[src/rtl/aes_block_buffer.sv]
// Packs four 32-bit plaintext words into a 128-bit AES block and unpacks a 128-bit ciphertext block into four words.
// Optional macro AES_BYTE_SWAP_EN reverses the byte order inside every 32-bit word on both paths.
module aes_block_buffer #(
  parameter  int WORD_W        = 32,
  parameter  int WORDS_PER_BLK = 4,
  localparam int BLK_W         = WORD_W * WORDS_PER_BLK
) (
  input  logic              clk,
  input  logic              reset_n,
  input  logic              clear,
  input  logic              pt_valid,
  output logic              pt_ready,
  input  logic [WORD_W-1:0] pt_data,
  output logic              blk_valid,
  input  logic              blk_ready,
  output logic [BLK_W-1:0]  blk_data,
  input  logic              ct_valid,
  output logic              ct_ready,
  input  logic [BLK_W-1:0]  ct_data,
  output logic              out_valid,
  input  logic              out_ready,
  output logic [WORD_W-1:0] out_data,
  output logic [1:0]        pack_cnt,
  output logic [1:0]        unpack_cnt,
  output logic              blk_done
);

  typedef enum logic {P_FILL, P_FULL} pack_state_t;
  typedef enum logic {U_EMPTY, U_DRAIN} unpack_state_t;

  pack_state_t   pack_state;
  unpack_state_t unpack_state;
  logic [BLK_W-1:0] ct_buf;

  // Little-endian memory words become AES big-endian byte order when the swap is enabled.
  function automatic logic [WORD_W-1:0] byte_order(input logic [WORD_W-1:0] w);
    logic [WORD_W-1:0] r;
    r = w;
`ifdef AES_BYTE_SWAP_EN
    for (int b = 0; b < WORD_W / 8; b++) begin
      r[8*b +: 8] = w[WORD_W-8-8*b +: 8];
    end
`endif
    return r;
  endfunction

  // Ready flags stay low during reset and come up on the first clock afterwards.
  always_ff @(posedge clk or negedge reset_n) begin
    if (!reset_n) begin
      pack_state <= P_FILL;
      pack_cnt   <= 2'd0;
      blk_data   <= '0;
      pt_ready   <= 1'b0;
      blk_valid  <= 1'b0;
    end else if (clear) begin
      pack_state <= P_FILL;
      pack_cnt   <= 2'd0;
      blk_data   <= '0;
      pt_ready   <= 1'b1;
      blk_valid  <= 1'b0;
    end else begin
      case (pack_state)
        P_FILL: begin
          pt_ready <= 1'b1;
          if (pt_valid && pt_ready) begin
            blk_data[(WORDS_PER_BLK-1-int'(pack_cnt))*WORD_W +: WORD_W] <= byte_order(pt_data);
            pack_cnt <= pack_cnt + 2'd1;
            if (pack_cnt == 2'd3) begin
              pack_state <= P_FULL;
              pt_ready   <= 1'b0;
              blk_valid  <= 1'b1;
            end
          end
        end
        P_FULL: begin
          if (blk_ready) begin
            pack_state <= P_FILL;
            blk_valid  <= 1'b0;
            pt_ready   <= 1'b1;
          end
        end
        default: pack_state <= P_FILL;
      endcase
    end
  end

  // Unpack half: hold one ciphertext block and hand it out a word at a time.
  always_ff @(posedge clk or negedge reset_n) begin
    if (!reset_n) begin
      unpack_state <= U_EMPTY;
      unpack_cnt   <= 2'd0;
      ct_buf       <= '0;
      ct_ready     <= 1'b0;
      out_valid    <= 1'b0;
      blk_done     <= 1'b0;
    end else if (clear) begin
      unpack_state <= U_EMPTY;
      unpack_cnt   <= 2'd0;
      ct_buf       <= '0;
      ct_ready     <= 1'b1;
      out_valid    <= 1'b0;
      blk_done     <= 1'b0;
    end else begin
      blk_done <= 1'b0;
      case (unpack_state)
        U_EMPTY: begin
          ct_ready <= 1'b1;
          if (ct_valid && ct_ready) begin
            ct_buf       <= ct_data;
            unpack_cnt   <= 2'd0;
            unpack_state <= U_DRAIN;
            ct_ready     <= 1'b0;
            out_valid    <= 1'b1;
          end
        end
        U_DRAIN: begin
          if (out_ready) begin
            unpack_cnt <= unpack_cnt + 2'd1;
            if (unpack_cnt == 2'd3) begin
              unpack_state <= U_EMPTY;
              out_valid    <= 1'b0;
              ct_ready     <= 1'b1;
              blk_done     <= 1'b1;
            end
          end
        end
        default: unpack_state <= U_EMPTY;
      endcase
    end
  end

  assign out_data = byte_order(ct_buf[(WORDS_PER_BLK-1-int'(unpack_cnt))*WORD_W +: WORD_W]);

endmodule
[config.mk]
export PLATFORM = sky130hd
export DESIGN_NAME = aes_block_buffer
export DESIGN_NICKNAME = d
export VERILOG_FILES = /design/src/rtl/aes_block_buffer.sv
export SDC_FILE = /design/constraint.sdc
export NUM_CORES = 1
export LEC_CHECK = 0
export BUFFER_PORTS_ARGS = -buffer_cell sky130_fd_sc_hd__buf_4
export CORE_MARGIN = 2
export CORE_UTILIZATION = 25
export CTS_CLUSTER_DIAMETER = 100
export DETAILED_ROUTE_END_ITERATION = 10
export PLACE_DENSITY = 0.55
export SYNTH_ARGS = -nofsm -noshare
export SYNTH_HDL_FRONTEND = slang
export SYNTH_SLANG_ARGS = --single-unit
export TNS_END_PERCENT = 30
[constraint.sdc]
create_clock -name clk -period 3.4 [get_ports clk]
set_clock_uncertainty 0.1 [all_clocks]
set_input_delay 0.34 -clock clk [delete_from_list [all_inputs] [get_ports clk]]
set_output_delay 0.34 -clock clk [all_outputs]
set_load 0.05 [all_outputs]
==> Yosys cells after proc, flatten, opt, wreduce, memory -nomap -nowiden <==
Index checks and enable logic that the tools add are counted.
{ "totals": {"reg_bits": 267, "latch_bits": 0, "ramBits": 0, "romBits": 0, "inputBits": 167, "output_inout_bits": 169, "elab_cells": 89, "mem_count": 0} }
{ "classes": {"n_addsub": 5, "mul": 0, "n_div": 0, "n_lt_le_gt_ge": 0, "eq_ne": 10, "shift": 3, "muxes": 48, "bitwise_logic": 2, "n_reduce_logical": 10} }
{ "ops": {"columns": ["op", "count"], "rows": [
  ["2-to-1 mux 128 bit", 6],
  ["bitwise mux 128 bit", 1],
  ["variable shift 32 x 33 -> 128 bit, first input constant", 1],
  ["variable part select 128 x 8 -> 32 bit", 1],
  ["variable part select 32 x 33 -> 128 bit", 1],
  ["negator 8 -> 33 bit", 1],
  ["2-to-1 mux 1 bit", 28],
  ["!= test 3 bit, second input constant", 5],
  ["2-to-1 mux 2 bit", 6],
  ["one-hot mux 1 bit (2 select lines)", 6],
  ["AND reduction 2 bit", 4],
  ["AND reduction 3 bit", 2],
  ["subtractor 2 x 2 -> 3 bit, first input constant", 2],
  ["adder 2 x 1 -> 2 bit, second input constant", 2],
  ["equality test 2 bit, second input constant", 2],
  ["!= test 2 bit, second input constant", 2],
  ["one-hot mux 2 bit (2 select lines)", 1],
  ["nonzero test 2 bit", 2],
  ["!= test 3 x 2 -> 1 bit, second input constant", 1],
  ["logical AND 1 bit", 2],
  ["inverter 1 bit", 2]
]} }

==> Logic depth before layout (Yosys ltp) <==
{ "depth": {"ltp_word": 7, "depth_mapped": 7, "depth_no_buf": 5} }

==> Worst setup path after synthesis <==
OpenSTA, ideal clock, no wires.
{ "synth_timing": {"kind": "register to output", "start": "register unpack_cnt[0]", "end": "output out_data[0]", "arrival_time_ns": 1.916, "required_time_ns": 2.960, "setup_slack_ns": 1.044, "path_stages_with_launch": 4, "path_buffers": 2, "path_cell_list": "dfrtp_1 > buf_2 > buf_2 > mux4_2"} }
{ "synth_between": {"elab_chain_cells": 2} }
{ "synth_lines": {"columns": ["element", "line_no", "source"], "rows": [
  ["start: declaration", "24", "output logic [1:0] unpack_cnt,"],
  ["start signal: assignment", "118", "unpack_cnt <= unpack_cnt + 2'd1;"],
  ["subtractor 2 x 2 -> 3 bit", "132", "assign out_data = byte_order(ct_buf[(WORDS_PER_BLK-1-int'(unpack_cnt))*WORD_W +: WORD_W]);"],
  ["variable part select 128 x 8 -> 32 bit", "132", null],
  ["end: declaration", "22", "output logic [WORD_W-1:0] out_data,"]
]} }
Every way passes these cells.

==> Worst setup path in the final report <==
{ "layout_timing": {"start": "register unpack_cnt[0]", "end": "output out_data[1]"} }
The elaborated chain is that of the path after synthesis.

==> reports/results.txt <==
The run finished with clean final reports. The run gives 60.3% as the share of synthesized area occupied by flip-flops and latches. During synthesis, Yosys emitted a total of 0 warnings.

The run gives 44000 um^2 as the area of the core region. The number of flip-flops and latches in the synthesized netlist works out to 267. The required arrival time at the worst endpoint is 2.96 ns. Setup repair after global routing left no endpoint under its margin. The tightest slew margin relative to the limit was 23.1%; the final estimated routing congestion in global placement was 0.785. The total count of hold-check failures in the final report was 0; the CTS clock-pin slew for the worst setup and hold paths was 0.05 ns.

The worst path needs 2.78 ns of the cycle, external delays included. In the synthesized netlist the async set-or-reset flop fraction comes to 100%. The dominant synthesized flop cell was dfrtp_1.

The iteration count of the initial detailed-routing pass came out at 5. The tools report the critical register-to-register path endpoint as blk_data[50]$_DFFE_PN0P_. The largest single stage delay on the critical path is 0.73 ns. For this run, design rule violations remaining after detail routing come to 0.

Wires add up to 37.5 mm. Power density of the placed cells: 508 nW/um^2. On the critical path, the stage with the largest delay is an instance of dfrtp_2. The worst setup path category was reg2out. TritonCTS built the clock tree. The source of the worst hold timing path is ct_valid. In this run the worst hold path is classified as in2reg.

The run gives 35 as the TritonCTS buffer count. met2 is the most crowded layer. Counting distinct cell types in the post-synthesis netlist gives 39. For this design the static power due to leakage is 0.00831 uW. The run gives 25.2% as the initial core utilization. The routing usage on met2 is 25.3%. The post-route worst hold slack is 0.0900 ns, and the total routing resource utilization after global routing is 16.2%.

After routing, the total negative slack on setup checks comes to 0 ns. Detailed placement finished with a half-perimeter wire length of 24.2 mm. For this run, global-route usage on met3 was measured as 4.35%.

The worst hold path passes through 3 cells. The worst register-to-register path has a depth of 5. STA classifies the critical path startpoint as a flop. The endpoint type of the worst setup path is a primary output. CTS placed an instance of clkbuf_16 at the clock tree root. The setup check on the worst reg-to-reg path leaves a slack of 0.80 ns. The tools report the number of nets in the layout as 1462. Number of max-slew violations in the final report: 0. Share of Yosys cell area claimed by the top area cell type: 60.3%. The tools report the global route total overflow as 0. The tools report the largest net degree at the start of global routing as 80. The synthesized cell area was 11100 um^2. Walking the worst path, the cells encountered are buf_12 > mux4_2 > buf_4. The design draws 8650 uW. The number of enable-type register cells in the synthesized netlist is 0, and the count of buffers inserted at the top-level ports is 335.

The library cell used most frequently in the layout, excluding fill and tap cells, is buf_4. Global routing consumed, on the met1 layer, 21.8% of the routing resources. At the worst endpoint, the arrival time is 2.34 ns. The die width was 215 um. Of all nets on the critical path, the largest fanout is 22.

The run gives 58.6 mm as the wire length of the first global-routing pass. The die covers 46000 um^2. The cell taking the most area after synthesis was dfrtp_1. VDD sags by at most 0.000317 V. No sink is reached through more buffers than the 3 on the longest clock path. The run gives 2 as the H-tree depth. The floorplan step set the die height to 215 um. The number of nets in the synthesized netlist was 985; the number of vias per cell after detailed routing was 4.77.

The startpoint identified for the worst register-to-register timing path is pack_cnt[0]$_DFFE_PN0P_. The run gives 0 as the number of failing setup endpoints in the final timing report. In the layout the commonest cells are 351 x buf_4, 265 x dfrtp_1, 163 x dlygate4sd3_1, 142 x a22o_1, 51 x and3_1. After the first detailed-routing iteration, the DRC count stood at 485. In the post-synthesis netlist, the biggest area contributors are dfrtp_1 60%, a22o_1 11%, mux4_2 6.5%, mux2_1 4.5%, and3_1 2.9%. The initial antenna violation count came out at 2. For the pin with the worst max-slew slack, the measured transition is 1.15 ns. Across the run, the number of max-cap violations was 0. After layout, the worst path uses 81.7% of the clock period.

For the number of top-level pins, the log shows 336. For the clock latency reported for the late side of the worst-skew pair, the log shows 0.52 ns. After detailed routing, the average wire length per cell comes to 19.7 um. Excluding fillers, the count of instances in the completed layout stands at 1903.

The routed layout has 9078 vias. The run gives 9553 as the via count of the first global-routing pass. In the synthesized netlist, the number of instances is 812.

The floorplan has 77 rows. The detail route stage leaves a number of antenna-violating nets equal to 0. Buffers added to address setup during post-CTS repair amount to 0.

Derived from the worst setup path, the maximum achievable clock frequency is 0.360 GHz. Fraction of final layout cells sized beyond drive strength 1: 35.0%. End point of the worst hold path: ct_ready$_DFFE_PN0P_. Relative to the synthesized area, the layout overhead comes to 53.8%.

Each instance of the synthesized netlist takes up on average 13.6 um^2. For this design, the sink count on the clock tree is 267. The tools report the total placed cells including tap cells as 1681.
through the flow:
step	util, %	setup WS, ns	instance area, um^2
after floorplan	-	1.04	11100
after global placement	32.4	0.857	14200
after detailed placement	32.4	0.801	14200
after CTS	38.7	0.524	17000
after global routing	38.7	0.483	17000
final	38.7	0.623	17000
sequential cells by signal (all words and copies together) (netlist names), 2 cells and up:
signal and cells:
pack_cnt 2, ct_buf 128, unpack_cnt 2, blk_data 128
kinds of logic (layout without fill, tap and decap cells):
| family | Yosys count | after routing | synth area share [%] |
|---|---|---|---|
| other | 0 | 2 | 0 |
| buffers and inverters | 85 | 582 | 3.51 |
| AND/OR/NAND/NOR | 153 | 153 | 7.69 |
| flip-flops | 267 | 267 | 60.3 |
| AO/OA/AOI/OAI | 217 | 217 | 16.1 |
| adder cells (fa/ha/maj) | 6 | 6 | 0.677 |
| multiplexers | 83 | 83 | 11.7 |
| XOR/XNOR | 1 | 1 | 0.0790 |
routing by layer:
metal  share of wire, %  wire length, um  vias up
met3                7.8             2940       51
met1                 44            16600     4580
met4                2.5              939        0
li1                   -                -     4054
met5                  0                0        -
met2                 45            17100      393
repair_timing:
action                                  in CTS  in global routing
resized for setup                            0                  0
hold buffers                               163                  0
endpoints found under the setup margin       0                  0
endpoints found under the hold margin      275                  0
cell usage after synthesis, types with 2 or more instances:
| library cell | instances |
|---|---|
| dfrtp_1 | 267 |
| a22o_1 | 142 |
| and3_1 | 51 |
| mux2_1 | 44 |
| nand2_1 | 42 |
| nand3_1 | 38 |
| clkbuf_1 | 37 |
| buf_2 | 35 |
| o21ai_0 | 34 |
| mux4_2 | 32 |
| a32o_1 | 26 |
| a21oi_1 | 8 |
| mux2_2 | 7 |
| ha_1 | 6 |
| inv_1 | 4 |
| and2_1 | 3 |
| buf_1 | 3 |
| buf_4 | 3 |
| nor2_1 | 3 |
| a31o_2 | 2 |
| and3b_1 | 2 |
| and4b_1 | 2 |
| buf_6 | 2 |
| nand3b_1 | 2 |
| nor3_1 | 2 |
| nor3b_1 | 2 |
worst max-delay path by stage:
stage	cells after the start	slack (ns)	start	end
2_1_floorplan	3	1.04	unpack_cnt[0]$_DFFE_PN0P_	out_data[0]
3_3_place_gp	5	0.86	pack_cnt[0]$_DFFE_PN0P_	blk_data[39]$_DFFE_PN0P_
3_5_place_dp	5	0.80	pack_cnt[0]$_DFFE_PN0P_	blk_data[40]$_DFFE_PN0P_
4_1_cts	3	0.52	unpack_cnt[0]$_DFFE_PN0P_	out_data[9]
5_1_grt	3	0.48	unpack_cnt[0]$_DFFE_PN0P_	out_data[22]
6_report	3	0.62	unpack_cnt[0]$_DFFE_PN0P_	out_data[1]
cell type report:
| type | instances | area (um^2) |
|---|---|---|
| antenna | 2 | 5.00 |
| clock buffer | 51 | 1030 |
| clock inverter | 6 | 138 |
| fill | 4150 | 27000 |
| inverter | 5 | 18.8 |
| multi-input combinational | 460 | 4050 |
| sequential | 267 | 6680 |
| tap | 592 | 741 |
| timing repair buffer | 520 | 4380 |
worst max-delay path: cells and delay by family (launching register included):
| family | cells | cell delay [ns] |
|---|---|---|
| muxes | 1 | 0.56 |
| buffers and inverters | 2 | 0.50 |
| DFF | 1 | 0.73 |
report_power, final:
| part | leakage, uW | internal [uW] | switching [uW] | total [uW] |
|---|---|---|---|---|
| sequential | 0.00364 | 3350 | 117 | 3460 |
| clock | 0.000568 | 2390 | 1370 | 3760 |
| combinational | 0.00410 | 611 | 817 | 1430 |
| total | 0.00831 | 6350 | 2300 | 8650 |
Note: power is estimated with default switching activity, not from simulation.
